File: src/rtl/pwm_timebase_ctrl_if.sv
// rtl/pwm_timebase_ctrl_if.sv - staged-configuration update bus between register file and PWM timebase
//
// Carries one staged configuration set and the update handshake.
//   upd_req       register file -> timebase  one-cycle pulse; capture the *_in values
//   period_in     register file -> timebase  staged period (CNT_W)
//   functions_in  register file -> timebase  staged mode byte
//   compare1_in   register file -> timebase  staged compare 1 (CNT_W)
//   compare2_in   register file -> timebase  staged compare 2 (CNT_W)
//   upd_ack       timebase -> register file  one-cycle pulse when the staged set becomes active
//   pend          timebase -> register file  a staged set is waiting for a period boundary
// master: register-file side; slave: timebase side.

interface pwm_timebase_ctrl_if #(
  parameter int CNT_W = 16
);

  logic             upd_req;
  logic [CNT_W-1:0] period_in;
  logic [7:0]       functions_in;
  logic [CNT_W-1:0] compare1_in;
  logic [CNT_W-1:0] compare2_in;
  logic             upd_ack;
  logic             pend;

  modport master (
    output upd_req,
    output period_in,
    output functions_in,
    output compare1_in,
    output compare2_in,
    input  upd_ack,
    input  pend
  );

  modport slave (
    input  upd_req,
    input  period_in,
    input  functions_in,
    input  compare1_in,
    input  compare2_in,
    output upd_ack,
    output pend
  );

endinterface

File: src/rtl/pwm_timebase_ctrl.sv
// rtl/pwm_timebase_ctrl.sv - prescaled PWM period counter with boundary-synchronised configuration updates
//
// Runs the prescaled counter feeding the PWM generator and owns the active
// period/functions/compare1/compare2 set. Software updates are staged and only
// become active in LOAD or when the counter wraps, so a PWM cycle never sees a
// half-applied configuration.
//
// Ports:
//   clk        in   rising-edge clock
//   rst        in   asynchronous active-high reset
//   en         in   level; 1 runs the timebase
//   prescale   in   PRESC_W; one counter tick every prescale+1 clocks, sampled live
//   upd        slave modport of pwm_timebase_ctrl_if (staging inputs, upd_ack, pend)
//   pwm_en     out  enable to the generator
//   count_val  out  CNT_W counter value, spans 0..period
//   period     out  active period
//   functions  out  active mode byte
//   compare1   out  active compare 1
//   compare2   out  active compare 2
//   ovf        out  one-cycle pulse on counter wrap
//   irq_en     in   allow ovf to set irq
//   irq_clr    in   clear irq
//   irq        out  sticky overflow flag
//
// Build option: define PWM_TIMEBASE_IRQ_EN to enable the sticky irq flag.
// Without it irq is tied 0 and irq_en/irq_clr are ignored.

module pwm_timebase_ctrl #(
  parameter int CNT_W   = 16,
  parameter int PRESC_W = 8
) (
  input  logic                clk,
  input  logic                rst,
  input  logic                en,
  input  logic [PRESC_W-1:0]  prescale,
  pwm_timebase_ctrl_if.slave  upd,
  output logic                pwm_en,
  output logic [CNT_W-1:0]    count_val,
  output logic [CNT_W-1:0]    period,
  output logic [7:0]          functions,
  output logic [CNT_W-1:0]    compare1,
  output logic [CNT_W-1:0]    compare2,
  output logic                ovf,
  input  logic                irq_en,
  input  logic                irq_clr,
  output logic                irq
);

  typedef enum logic [1:0] {
    IDLE = 2'd0,
    LOAD = 2'd1,
    RUN  = 2'd2
  } state_t;

  state_t state_q;
  state_t state_d;

  // Timebase
  logic [PRESC_W-1:0] presc_q;
  logic [CNT_W-1:0]   count_q;
  logic               pwm_en_q;
  logic               ovf_q;

  // Active configuration
  logic [CNT_W-1:0]   period_q;
  logic [7:0]         functions_q;
  logic [CNT_W-1:0]   compare1_q;
  logic [CNT_W-1:0]   compare2_q;

  // Staging
  logic [CNT_W-1:0]   stg_period_q;
  logic [7:0]         stg_functions_q;
  logic [CNT_W-1:0]   stg_compare1_q;
  logic [CNT_W-1:0]   stg_compare2_q;
  logic               pend_q;
  logic               ack_q;

  // Per-cycle strobes from the next-state logic
  logic               tick;
  logic               wrap;
  logic               apply;
  logic               run_next;

  always_ff @(posedge clk or posedge rst) begin
    if (rst) begin
      state_q <= IDLE;
    end else begin
      state_q <= state_d;
    end
  end

  always_comb begin
    state_d  = state_q;
    tick     = 1'b0;
    wrap     = 1'b0;
    apply    = 1'b0;
    run_next = 1'b0;
    case (state_q)
      IDLE: begin
        if (en) begin
          state_d = LOAD;
        end
      end
      LOAD: begin
        state_d  = RUN;
        run_next = 1'b1;
        apply    = pend_q;
      end
      RUN: begin
        if (!en) begin
          state_d = IDLE;
        end else begin
          run_next = 1'b1;
          // >= rather than == so a live decrease of prescale below the
          // current prescaler value ticks at once instead of running the
          // prescaler all the way round.
          tick  = (presc_q >= prescale);
          wrap  = tick && (count_q == period_q);
          apply = wrap && pend_q;
        end
      end
      default: begin
        state_d = IDLE;
      end
    endcase
  end

  // Counter and prescaler are forced to 0 whenever RUN is being entered or
  // left, which covers IDLE, LOAD and the en-drop edge in one place.
  always_ff @(posedge clk or posedge rst) begin
    if (rst) begin
      presc_q  <= '0;
      count_q  <= '0;
      pwm_en_q <= 1'b0;
      ovf_q    <= 1'b0;
    end else begin
      pwm_en_q <= run_next;
      ovf_q    <= wrap;
      if (!run_next || state_q != RUN) begin
        presc_q <= '0;
        count_q <= '0;
      end else if (tick) begin
        presc_q <= '0;
        count_q <= wrap ? '0 : count_q + CNT_W'(1);
      end else begin
        presc_q <= presc_q + PRESC_W'(1);
      end
    end
  end

  // The active set is loaded from the staging contents as they were before
  // this edge; a coincident upd_req writes staging afterwards and keeps
  // pend set so its values go out at the following boundary.
  always_ff @(posedge clk or posedge rst) begin
    if (rst) begin
      period_q        <= '0;
      functions_q     <= '0;
      compare1_q      <= '0;
      compare2_q      <= '0;
      stg_period_q    <= '0;
      stg_functions_q <= '0;
      stg_compare1_q  <= '0;
      stg_compare2_q  <= '0;
      pend_q          <= 1'b0;
      ack_q           <= 1'b0;
    end else begin
      ack_q <= apply;
      if (apply) begin
        period_q    <= stg_period_q;
        functions_q <= stg_functions_q;
        compare1_q  <= stg_compare1_q;
        compare2_q  <= stg_compare2_q;
      end
      if (upd.upd_req) begin
        stg_period_q    <= upd.period_in;
        stg_functions_q <= upd.functions_in;
        stg_compare1_q  <= upd.compare1_in;
        stg_compare2_q  <= upd.compare2_in;
        pend_q          <= 1'b1;
      end else if (apply) begin
        pend_q <= 1'b0;
      end
    end
  end

`ifdef PWM_TIMEBASE_IRQ_EN
  logic irq_q;

  // Set takes priority over a simultaneous clear so no overflow is lost.
  always_ff @(posedge clk or posedge rst) begin
    if (rst) begin
      irq_q <= 1'b0;
    end else if (wrap && irq_en) begin
      irq_q <= 1'b1;
    end else if (irq_clr) begin
      irq_q <= 1'b0;
    end
  end

  assign irq = irq_q;
`else
  logic unused_irq_inputs;

  assign unused_irq_inputs = irq_en ^ irq_clr;
  assign irq               = 1'b0;
`endif

  assign pwm_en      = pwm_en_q;
  assign count_val   = count_q;
  assign period      = period_q;
  assign functions   = functions_q;
  assign compare1    = compare1_q;
  assign compare2    = compare2_q;
  assign ovf         = ovf_q;
  assign upd.upd_ack = ack_q;
  assign upd.pend    = pend_q;

endmodule

File: src/flat_wrapper.sv
// flat-port wrapper written by rule: the top's interface ports become plain ports
module pwm_timebase_ctrl_flat 
#(
  parameter int CNT_W   = 16,
  parameter int PRESC_W = 8
)
  (clk, rst, en, prescale, pwm_en, count_val, period, functions, compare1, compare2, ovf, irq_en, irq_clr, irq, upd_upd_req, upd_period_in, upd_functions_in, upd_compare1_in, upd_compare2_in, upd_upd_ack, upd_pend);
  pwm_timebase_ctrl_if #(.CNT_W(CNT_W)) upd_i ();
  input  logic clk;
  input  logic rst;
  input  logic en;
  input  logic [PRESC_W-1:0] prescale;
  output logic pwm_en;
  output logic [CNT_W-1:0] count_val;
  output logic [CNT_W-1:0] period;
  output logic [7:0] functions;
  output logic [CNT_W-1:0] compare1;
  output logic [CNT_W-1:0] compare2;
  output logic ovf;
  input  logic irq_en;
  input  logic irq_clr;
  output logic irq;
  input wire logic [$bits(upd_i.upd_req)-1:0] upd_upd_req;
  input wire logic [$bits(upd_i.period_in)-1:0] upd_period_in;
  input wire logic [$bits(upd_i.functions_in)-1:0] upd_functions_in;
  input wire logic [$bits(upd_i.compare1_in)-1:0] upd_compare1_in;
  input wire logic [$bits(upd_i.compare2_in)-1:0] upd_compare2_in;
  output wire logic [$bits(upd_i.upd_ack)-1:0] upd_upd_ack;
  output wire logic [$bits(upd_i.pend)-1:0] upd_pend;
  assign upd_i.upd_req = upd_upd_req;
  assign upd_i.period_in = upd_period_in;
  assign upd_i.functions_in = upd_functions_in;
  assign upd_i.compare1_in = upd_compare1_in;
  assign upd_i.compare2_in = upd_compare2_in;
  assign upd_upd_ack = upd_i.upd_ack;
  assign upd_pend = upd_i.pend;
  pwm_timebase_ctrl #(.CNT_W(CNT_W), .PRESC_W(PRESC_W)) u_core (.clk(clk), .rst(rst), .en(en), .prescale(prescale), .upd(upd_i), .pwm_en(pwm_en), .count_val(count_val), .period(period), .functions(functions), .compare1(compare1), .compare2(compare2), .ovf(ovf), .irq_en(irq_en), .irq_clr(irq_clr), .irq(irq));
endmodule
File: config.mk
export PLATFORM = sky130hd
export DESIGN_NAME = pwm_timebase_ctrl_flat
export DESIGN_NICKNAME = d
export VERILOG_FILES = /design/src/rtl/pwm_timebase_ctrl_if.sv /design/src/rtl/pwm_timebase_ctrl.sv /design/src/flat_wrapper.sv
export SDC_FILE = /design/constraint.sdc
export NUM_CORES = 1
export LEC_CHECK = 0
export ABC_CLOCK_PERIOD_IN_PS = 6900
export BUFFER_PORTS_ARGS = -buffer_cell sky130_fd_sc_hd__clkbuf_2
export CAP_MARGIN = 40
export CORE_MARGIN = 2
export CORE_UTILIZATION = 51
export CTS_CLUSTER_SIZE = 10
export DETAILED_ROUTE_END_ITERATION = 6
export PLACE_DENSITY = 0.77
export SLEW_MARGIN = 20
export SYNTH_ARGS = -nofsm -noshare
export SYNTH_HDL_FRONTEND = slang
export SYNTH_SLANG_ARGS = --single-unit
File: constraint.sdc
create_clock -name clk -period 6.9 [get_ports clk]
set_clock_uncertainty 0.05 [all_clocks]
set_input_delay 1.38 -clock clk [delete_from_list [all_inputs] [get_ports clk]]
set_output_delay 1.38 -clock clk [all_outputs]
set_load 0.02 [all_outputs]
Word level (Yosys, flattened, before mapping):

Cells that the tools add are included.

* $add $sub $neg: 2
* multipliers: 0
* div/mod/pow operators: 0
* $lt $le $gt $ge: 1
* equal/unequal tests: 6
* shift-type cells: 0
* multiplexer cells: 18
* bitwise gates (word level): 0
* reduce and logical (&&, ||, !) cells: 8

Operators with widths (count)
* two-way mux 16 bit: 3
* adder 16 x 1 -> 16 bit, second input constant: 1
* == test 16 bit: 1
* two-way mux 8 bit: 2
* adder 8 x 1 -> 8 bit, second input constant: 1
* greater-or-equal comparator 8 bit: 1
* two-way mux 1 bit: 8
* != test 2 bit, second input constant: 3
* one-hot mux 2 bit (3 select lines): 1
* two-way mux 2 bit: 2
* one-hot mux 1 bit (2 select lines): 2
* nonzero test 2 bit: 2
* == test 2 x 1 -> 1 bit, second input constant: 1
* == test 2 bit, second input constant: 1
* logical AND 1 bit: 2
* logical NOT 2 bit: 1
* AND reduction 2 bit: 1
* logical NOT 1 bit: 1
* logical OR 1 bit: 1

* bits in registers: 142
* bits in latches: 0
* RAM bits: 0
* ROM bits: 0
* output and inout bits: 77
* word-level logic and storage cells: 50
* memories kept: 0

Logic depth before layout (Yosys ltp):

* word-level depth: 7
* gate-level depth with buffers: 10

Worst setup path after synthesis:

Ideal clock, no wire load.

* path kind: input-to-reg
* from: input prescale[0]
* to: register u_core.compare1_q[12], in the netlist u_core.compare1[12]
* library setup time: 0.125 ns
* arrival: 3.263 ns
* data required time: 6.725 ns
* setup slack: 3.462 ns
* cell stages on the path: 9
* path buffers: 2
* cells stage by stage: ha_1 nand2b_1 a2111o_1 a31oi_4 nor2_2 o211a_1 buf_6 buf_6 mux2_4

* word-level cells in the longest chain between the ends: 5

RTL lines
* from (decl): RTL line flat_wrapper.sv:12 `input logic [PRESC_W-1:0] prescale;`
* greater-or-equal comparator 8 bit: RTL line pwm_timebase_ctrl.sv:117 `tick = (presc_q >= prescale);`
* logical AND 1 bit: RTL line pwm_timebase_ctrl.sv:118 `wrap = tick && (count_q == period_q);`
* logical AND 1 bit: RTL line pwm_timebase_ctrl.sv:119 `apply = wrap && pend_q;`
* two-way mux 1 bit: RTL line pwm_timebase_ctrl.sv:110 `if (!en) begin`
* one-hot mux 1 bit (2 select lines): RTL line pwm_timebase_ctrl.sv:98 `case (state_q)`
* to (signal assigned): RTL line pwm_timebase_ctrl.sv:171 `compare1_q <= stg_compare1_q;`
* to (decl): RTL line pwm_timebase_ctrl.sv:67 `logic [CNT_W-1:0] compare1_q;`

Every way passes these cells.
A chain may end at the register's enable or synchronous reset.

Worst setup path after layout:

* from: input prescale[5]
* to: register u_core.functions_q[6], in the netlist u_core.functions[6]

* word-level cells in the longest chain between the ends: 5

RTL lines
* greater-or-equal comparator 8 bit: RTL line pwm_timebase_ctrl.sv:117
* logical AND 1 bit: RTL line pwm_timebase_ctrl.sv:118
* logical AND 1 bit: RTL line pwm_timebase_ctrl.sv:119
* two-way mux 1 bit: RTL line pwm_timebase_ctrl.sv:110
* one-hot mux 1 bit (2 select lines): RTL line pwm_timebase_ctrl.sv:98
* to (signal assigned): RTL line pwm_timebase_ctrl.sv:170 `functions_q <= stg_functions_q;`
* to (decl): RTL line pwm_timebase_ctrl.sv:66 `logic [7:0] functions_q;`

Every way passes these cells.

==> metrics.md <==
| Metric | Value |
|---|---|
| Run status | `completed` |
| Clk slew on worst S/H paths | `~0.060 ns` |
| Wirelength, routed | `12.6 mm` |
| Post-cts resize count | `0` |
| Arr. time, crit path | `3.69 ns` |
| Total Neg Setup Slack | `0 ns` |
| Async S/R FF share, synth | `100%` |
| Unrepaired setup endpoints after global routing | `no` |
| Wirelength per Cell | `between 15 and 20 um` |
| Port Buffer Count | `about 140` |
| IO Count | `around 150` |
| Post CTS Setup Buffer Count | `0` |
| Final slew viol count | `0` |
| First-pass iteration count of the detailed router | `4` |
| Level count of the clock H-tree | `4` |
| Hold Violations, Final | `0` |
| Path type of the worst setup path | `in2reg` |
| Area used by multi-input combinational logic | `~0.0024 mm^2` |
| Half-perimeter wire length of the detailed placement result | `8.72 mm` |
| Total setup violations reported at the end of the flow | `0` |
| Cell types with the highest counts after synthesis | `sky130_fd_sc_hd__dfrtp_1 (142), sky130_fd_sc_hd__mux2_2 (83), sky130_fd_sc_hd__xor2_1 (30), sky130_fd_sc_hd__mux2_4 (29), sky130_fd_sc_hd__nor2_1 (21)` |
| Required time reported for the critical path endpoint | `about 7.2 ns` |
| Static leakage | `0.00366 uW` |
| Dominant synthesized flop cell | `sky130_fd_sc_hd__dfrtp_1` |
| Weighted congestion reported at the end of routability-driven placement | `approximately 0.85` |
| Maximum number of pins on one net before global-route repair | `74` |
| Buffer cell driving the clock tree root | `sky130_fd_sc_hd__clkbuf_16` |
| Upper clock frequency limit | `0.291 GHz` |
| Total nets after synthesis | `between 500 and 600` |
| Growth of design area from synthesis to finish | `24.1%` |
| Synthesis warning total | `0` |
| Synthesized area divided by synthesized cell count | `around 14 um^2` |
| Initial drt markers | `280` |
| Maximum fanout encountered on the critical timing path | `41` |
| # DRC | `0` |
| Fraction of final layout cells with drive strength greater than 1 | `between 40% and 50%` |
| Number of antenna diodes | `0` |
| Initial antenna violation count | `0` |
| Count of fill cells added during filler insertion | `876` |
| Number of nets in the layout | `roughly 670` |
| Largest area contributor in the synthesized netlist | `sky130_fd_sc_hd__dfrtp_1` |
| Overall overflow remaining after global route | `0` |
| Vertical extent of the die | `between 100 and 150 um` |
| Area of the mapped netlist | `0.00612 mm^2` |
| Starting Density | `52.9%` |
| Post-DRT Antenna Nets | `0` |
| Hold/Removal Path Class | `reg2reg` |
| Die footprint | `between 0.01 and 0.015 mm^2` |
| EDFF count, synth | `0` |
| Worst Setup End Kind | `register` |
| Number of instances in the synthesized netlist | `around 430` |
| Pwr Density | `between 400 and 500 mW/mm^2` |
| Standard-cell rows | `39` |
| Post-synthesis sequential element count | `around 140` |
| IR Drop Worst-Case VDD | `approximately 0.26 mV` |
| Share of synthesized area occupied by flip-flops and latches | `between 50% and 60%` |
| Post-synthesis cell type count | `between 40 and 50` |
| Floorplan Core Area | `between 0.01 and 0.015 mm^2` |
| Tcrit/Tclk final | `49.9%` |
| Library cell with the highest instance count after synthesis | `sky130_fd_sc_hd__dfrtp_1` |
| Via-to-Cell Ratio | `5.34` |
| Area of all placed cells without fillers | `0.00759 mm^2` |
| Final min period | `between 3 and 4 ns` |
| Later-pin clock latency in the skew report | `just over 0.4 ns` |
| Transition time at the pin with the least slew margin | `~0.74 ns` |
| CTS max path bufs | `2` |
| Number of buffers inserted for hold repair after clock tree synthesis | `0` |
| Rel. slew slack | `~50%` |
| Top cell type's share of synthesized area | `about 58%` |
| Maxcap violations | `0` |
| Total clock buffers created by CTS | `17` |
| Total area of sequential cells | `between 0.003 and 0.004 mm^2` |
| CTS sink cnt | `~140` |
| Via count of the first global-routing pass | `between 4000 and 5000` |
| Top post-synthesis cells by area | `sky130_fd_sc_hd__dfrtp_1 (58%), sky130_fd_sc_hd__mux2_2 (15%), sky130_fd_sc_hd__mux2_4 (7.1%), sky130_fd_sc_hd__xor2_1 (4.3%), sky130_fd_sc_hd__ha_1 (2.9%)` |
| Via total after detailed routing | `roughly 3900` |
| Post-detailed-placement cell area | `between 0.007 and 0.008 mm^2` |
| Total routing usage reported by global routing | `21.0%` |
| TritonCTS clock tree | `done` |
| Wire length of the first global-routing pass | `approximately 21 mm` |
| Die span in x | `114 um` |
| Crit start category | `input port` |
## layout make-up
class	count	area share, %
Timing Repair Buffer	148	10.4
Clock inverter	7	1.12
Tap cell	143	2.36
Multi-Input combinational cell	261	31.9
Sequential cell	142	46.8
Clock buffer	23	6.56
Inverter	14	0.758
## power breakdown
group	internal [uW]	leakage [uW]	switching (uW)
combinational	502	0.00163	530
clock	572	0.000294	322
sequential	1060	0.00173	160
total	2130	0.00366	1010
## worst paths after layout
check	cells after the start	end	slack (ns)	from
worst max-delay path	10	u_core.functions[6]	3.46	prescale[5]
worst min-delay path	1	u_core.compare2[15]	0.45	u_core.stg_compare2_q[15]
worst max register to register	9	u_core.period[8]	4.08	u_core.presc_q[0]
worst min register to register	1	u_core.compare2[15]	0.45	u_core.stg_compare2_q[15]
max in group asynchronous	4	u_core.ovf	4.73	rst
min in group asynchronous	2	u_core.compare1[9]	0.99	rst
## metal layers
layer,track usage [%],vias to the layer above,part of all wire (%)
met1,25.3,1971,41
met5,0,-,0
met4,8.62,0,2.1
met2,34.1,130,49
li1,-,1818,-
met3,8.34,20,7.7
## sequential cells by signal, indices dropped and copies added (netlist names), 16 cells and up
register and flops:
u_core.compare1 16, u_core.compare2 16, u_core.count_val 16, u_core.period 16, u_core.stg_compare1_q 16, u_core.stg_compare2_q 16, u_core.stg_period_q 16
## logic make-up after synthesis
family                     count (synthesis)  synth area share, %
DFF                                      142                 58.1
muxes                                    112                 22.4
and+or+nand+nor                           73                 6.10
xor gates and xnor gates                  32                 4.58
AOI/OAI and AO/OA                         29                 3.52
buffers and inverters                     29                 2.37
adders and majority gates                 14                 2.86
other                                      1               0.0613
## placed cells by master, fill, tap and decap left out, types with 2 or more instances in the layout
cell type                   netlist  final
sky130_fd_sc_hd__clkinv_2         0      5
sky130_fd_sc_hd__ha_1            14     14
sky130_fd_sc_hd__and3_1           4      4
sky130_fd_sc_hd__and2_1           3      3
sky130_fd_sc_hd__bufinv_16        0      2
sky130_fd_sc_hd__buf_16           0      2
sky130_fd_sc_hd__mux2_4          29     29
sky130_fd_sc_hd__nand3_1         12     12
sky130_fd_sc_hd__buf_4            1      3
sky130_fd_sc_hd__nand2b_1         2      2
sky130_fd_sc_hd__nor2_1          21     21
sky130_fd_sc_hd__and4_1           2      2
sky130_fd_sc_hd__nor4_1           5      5
sky130_fd_sc_hd__nand4_1          8      8
sky130_fd_sc_hd__clkbuf_8         0      5
sky130_fd_sc_hd__xor2_1          30     30
sky130_fd_sc_hd__xnor2_1          2      2
sky130_fd_sc_hd__o21ai_0          7      7
sky130_fd_sc_hd__inv_1           14     13
sky130_fd_sc_hd__a21oi_1          6      6
sky130_fd_sc_hd__mux2_2          83     83
sky130_fd_sc_hd__or3_1            3      3
sky130_fd_sc_hd__clkbuf_16        0     17
sky130_fd_sc_hd__nand2_1          9      9
sky130_fd_sc_hd__clkbuf_2         0    143
sky130_fd_sc_hd__dfrtp_1        142    142
## critical path: stages
cell and delay, ns:
sky130_fd_sc_hd__clkbuf_2 0.07, sky130_fd_sc_hd__inv_1 0.03, sky130_fd_sc_hd__ha_1 0.29, sky130_fd_sc_hd__a211oi_1 0.09, sky130_fd_sc_hd__o31ai_1 0.49, sky130_fd_sc_hd__a31oi_4 0.08
sky130_fd_sc_hd__nor2_2 0.15, sky130_fd_sc_hd__o211a_4 0.40, sky130_fd_sc_hd__buf_16 0.30, sky130_fd_sc_hd__mux2_2 0.38
## metrics by stage
stage | hold WS [ns] | setup slack, ns | power [uW] | std cells | utilization, %
after floorplan | 0.425 | 1.66 | 1940 | 432 | -
after global placement | 0.433 | 2.89 | 2210 | 705 | 60.1
after detailed placement | 0.441 | 3.04 | 2270 | 708 | 60.6
after CTS | 0.454 | 3.45 | 3170 | 738 | 65.6
after global routing | 0.472 | 3.30 | 3300 | 738 | 65.6
final | 0.448 | 3.46 | 3140 | 738 | 65.6
(Power assumes the default switching activity.)
